File: config.mk
export PLATFORM = sky130hd
export DESIGN_NAME = mac_dot16
export DESIGN_NICKNAME = d
export VERILOG_FILES = /design/src/rtl/mac_dot16.sv
export SDC_FILE = /design/constraint.sdc
export NUM_CORES = 2
export LEC_CHECK = 0
export ABC_AREA = 1
export CAP_MARGIN = 20
export CORE_AREA = 2 2 398 400
export CTS_BUF_LIST = sky130_fd_sc_hd__clkbuf_8
export CTS_CLUSTER_DIAMETER = 40
export CTS_CLUSTER_SIZE = 10
export DETAILED_ROUTE_END_ITERATION = 16
export DIE_AREA = 0 0 400 402
export PLACE_DENSITY_LB_ADDON = 0.08
export SLEW_MARGIN = 20
export SYNTH_ARGS = -nofsm -noshare
export SYNTH_HDL_FRONTEND = slang
export SYNTH_SLANG_ARGS = --single-unit
export TNS_END_PERCENT = 1
File: constraint.sdc
create_clock -name clk -period 10.1 [get_ports clk]
set_input_delay 2.02 -clock clk [delete_from_list [all_inputs] [get_ports clk]]
set_output_delay 2.02 -clock clk [all_outputs]
set_load 0.01 [all_outputs]
File: src/rtl/mac_dot16.sv
// Two-stage pipelined signed dot product: 16 registered 8x8 products, then one
// registered sum of four PE partial sums. Fixed 2-clock latency, one result per clock.
module mac_dot16 #(
   parameter int IN_W  = 8,
   parameter int OUT_W = 20
) (
   input  logic             clk,
   input  logic             reset_mul,
   input  logic             reset_add,
   input  logic [IN_W-1:0]  a,  b,  c,  d,  e,  f,  g,  h,
   input  logic [IN_W-1:0]  a1, b1, c1, d1, e1, f1, g1, h1,
   input  logic [IN_W-1:0]  a2, b2, c2, d2, e2, f2, g2, h2,
   input  logic [IN_W-1:0]  a3, b3, c3, d3, e3, f3, g3, h3,
   output logic [OUT_W-1:0] out
);

   localparam int PROD_W = 2 * IN_W;
   localparam int PE_W   = PROD_W + 2;
   localparam int NPAIR  = 16;

   logic signed [IN_W-1:0]   op_x [NPAIR];
   logic signed [IN_W-1:0]   op_y [NPAIR];
   logic signed [PROD_W-1:0] prod [NPAIR];
   logic signed [PE_W-1:0]   pe_sum [4];
   logic signed [OUT_W-1:0]  sum_d;

   // Pair index 4*k+j is pair j of PE k.
   assign op_x[0]  = a;   assign op_y[0]  = b;
   assign op_x[1]  = c;   assign op_y[1]  = d;
   assign op_x[2]  = e;   assign op_y[2]  = f;
   assign op_x[3]  = g;   assign op_y[3]  = h;
   assign op_x[4]  = a1;  assign op_y[4]  = b1;
   assign op_x[5]  = c1;  assign op_y[5]  = d1;
   assign op_x[6]  = e1;  assign op_y[6]  = f1;
   assign op_x[7]  = g1;  assign op_y[7]  = h1;
   assign op_x[8]  = a2;  assign op_y[8]  = b2;
   assign op_x[9]  = c2;  assign op_y[9]  = d2;
   assign op_x[10] = e2;  assign op_y[10] = f2;
   assign op_x[11] = g2;  assign op_y[11] = h2;
   assign op_x[12] = a3;  assign op_y[12] = b3;
   assign op_x[13] = c3;  assign op_y[13] = d3;
   assign op_x[14] = e3;  assign op_y[14] = f3;
   assign op_x[15] = g3;  assign op_y[15] = h3;

   // Operands are sign-extended to full product width, so the low PROD_W bits are exact.
   always_ff @(posedge clk or posedge reset_mul) begin
      if (reset_mul) begin
         // NOTE: this register array is reset element by element because a
         // reset_mul pulse must flush in-flight products, not just the output.
         for (int i = 0; i < NPAIR; i++) prod[i] <= '0;
      end else begin
         // NOTE: non-blocking so every product samples operands of the same edge.
         for (int i = 0; i < NPAIR; i++)
            prod[i] <= PROD_W'(op_x[i]) * PROD_W'(op_y[i]);
      end
   end

   always_comb begin
      // NOTE: every element is assigned on every pass, so no latch is inferred.
      for (int k = 0; k < 4; k++) begin
         pe_sum[k] = PE_W'(prod[4*k])     + PE_W'(prod[4*k + 1])
                   + PE_W'(prod[4*k + 2]) + PE_W'(prod[4*k + 3]);
      end
      sum_d = OUT_W'(pe_sum[0]) + OUT_W'(pe_sum[1])
            + OUT_W'(pe_sum[2]) + OUT_W'(pe_sum[3]);
   end

   always_ff @(posedge clk or posedge reset_add) begin
      if (reset_add) out <= '0;
      else           out <= sum_d;
   end

endmodule

==> metrics.cfg <==
[placement]
gp_congestion = 0.842
numPortBuffers = 278
dp_hpwl_um = 128000

[sta]
fmaxAchievable_mhz = 171
finalMaxSlewViolations = 0
fin_skew_ns = 0.0377
min_period_over_period = 0.579
setup_violations = 0
grt_setup_unrepaired = false
fin_setup_tns_ns = 0
min_period_ns = 5.85
worst_pin_slew_ns = 0.891
slew_headroom = 0.406
finalHoldViolations = 0

[yosys]
synth_mux_area_frac = 0
seq_area_frac_synth = 0.124
synth_top_family_by_area = adder cells
synth-edff-count = 0
synth_common_cells = 2,271 x inv_1, 1,514 x nand2_1, 1,112 x fa_1, 489 x ha_1, 276 x dfrtp_1
synth_seq_cells = 276
syn_inst = 6797
async_flop_share = 1.00
syn_nets = 8657
synth.cell_area_um2 = 55900
synth_ff_type = dfrtp_1
synth_compound_area_frac = 0.0269
ys_types = 33
yosys.area_share.simple = 0.140
yosysWarningCount = 0
synth_most_common_cell = inv_1
synth_top_area_frac = 0.398
synth_top_area_cell = fa_1
synthXorXnorAreaFrac = 0.0335
synthAdderAreaFrac = 0.508
avgSynthCellArea_um2 = 8.23
synth_area_leaders = fa_1 40%, inv_1 15%, dfrtp_1 12%, ha_1 11%, nand2_1 10%

[routing]
wl_met3_um = 3910
via_count = 39400
top_layer_used = met5
ant_nets = 0
dr.first_iter.drc_count = 1816
wl_met1_um = 63300
wl_per_cell_um = 15.8
drc = 0
wl_um = 142000
wl_met2_um = 73300
first_pass_iters = 5
vias_per_cell = 4.36

[global_route]
overflow = 0
antenna_found_initial = 18
grt_pass1_wl_um = 235000
grt_max_degree = 92
track_usage = 0.186
grt_pass1_vias = 43000

[die]
dieArea_um2 = 161000
core_um2 = 157000
rows = 146
start_util = 0.356
ios = 279
die_w_um = 400
die_h_um = 402

[layout]
fill_cells = 16400
nNetsFinal = 8760
syn2layout_area_growth_pct = 10.7
drive_gt1_frac = 0.0342

[worst_hold_path]
hold_class = flop to flop

[setup_path]
arrival_ns = 6.40
critical_path_required_ns = 10.65
crit_path_top_delay_cell = clkdlybuf4s50_1
critical_path_peak_fanout = 8
critPathKind = primary input to flop
path_delay_family = adder cells
cp.buffers_inverters = 7
cp-start-kind = primary input
slowest_delay_ns = 0.67
cpMostUsedCell = inv_1
cp-end-kind = flop
crit_path_cell_trace = clkdlybuf4s50_1, nand2_1, inv_1, fa_1, inv_1, fa_1, inv_1, fa_1, inv_1, fa_1, inv_1, ha_1, nand2_1, nor2_1, nand3_1, nand3_1, inv_1, nand2_1, nand2_1

[cts]
numCtsBuffers = 60
path_clk_slew_ns = 0.06
holdBufCountCts = 0
worst_skew_pair.late_latency_ns = 0.67
clockRootBuffer = clkbuf_8
clock_path_buffers = 3
numClockSinks = 276
htree_levels = 2
ctsResizeCount = 0
cts_tree = done
cts_setup_buffers = 0

[outcome]
status = completed

[job]
cap_violations = 0

routing by layer:
layer / up-vias / GRT usage
met5: - / 0
met4: 2 / 0.0273
met3: 110 / 0.0126
met2: 522 / 0.332
met1: 19600 / 0.252
li1: 19200 / -
worst paths after layout:
| path | startpoint | slack (ns) | cells after the start | to |
|---|---|---|---|---|
| worst max-delay path | h2[2] | 4.25 | 19 | prod[79] |
| worst min-delay path | prod[240] | 0.49 | 1 | out[0] |
| worst max register to register | prod[226] | 4.88 | 20 | out[16] |
| worst min register to register | prod[240] | 0.49 | 1 | out[0] |
| max in group asynchronous | reset_mul | 6.72 | 3 | prod[12] |
| min in group asynchronous | reset_mul | 1.95 | 2 | prod[176] |
cell type report:
type | instances | area, um^2 | area share
antenna | 7 | 17.5 | 0.000283
clock buffer | 66 | 908 | 0.0147
clock inverter | 48 | 569 | 0.00920
inverter | 2272 | 8540 | 0.138
multi-input combinational | 4009 | 39600 | 0.639
sequential | 276 | 6910 | 0.112
tap | 2072 | 2590 | 0.0419
timing repair buffer | 281 | 2810 | 0.0453
cell families after synthesis:
kind of cell	Yosys count
AOI/OAI and AO/OA	264
xor gates and xnor gates	214
adders and majority gates	1601
buffers and inverters	2512
DFF	276
and+or+nand+nor	1930
registers in the layout (all words and copies together) (netlist names):
| register | count |
|---|---|
| out | 20 |
| prod | 256 |
layout by cell type (no fill, tap or decap), types with 11 or more instances in the layout:
cell type	instances
inv_1	2273
clkdlybuf4s50_1	278
a21oi_1	137
nand3b_1	18
xor2_1	119
o21bai_1	20
ha_1	489
xnor2_1	95
or2_2	105
clkbuf_8	66
o21ai_0	55
fa_1	1112
nor2_1	119
nand3_1	154
o21ai_1	11
inv_6	18
nand2_1	1514
dfrtp_1	276
worst register-to-register path, stage by stage (launching register included):
cell and delay, ns:
dfrtp_1 0.36, inv_1 0.16, fa_1 0.50, fa_1 0.55, inv_1 0.05, fa_1 0.50, fa_1 0.51, fa_1 0.49
inv_1 0.05, fa_1 0.47, inv_1 0.04, ha_1 0.24, fa_1 0.47, nand3_1 0.10, nand2_1 0.13, nand2_1 0.09
nand2_1 0.09, nand3_1 0.12, nand2_1 0.06, nand2_1 0.06, nand2_1 0.05
per-stage QoR:
step                setup WS [ns]  cell area [um^2]  hold slack [ns]   util  std cells
floorplan                    1.04             55900            0.456      -       6797
global route                 4.00             61900            0.525  0.394       9028
global placement             3.55             60400            0.468  0.385       8910
detailed placement           3.58             60400            0.480  0.385       8910
CTS                          4.28             61900            0.505  0.394       9024
finish                       4.25             61900            0.494  0.394       9031
Power is not shown: default switching activity piles up to over one toggle a cycle in this logic, so the estimate is an artifact.
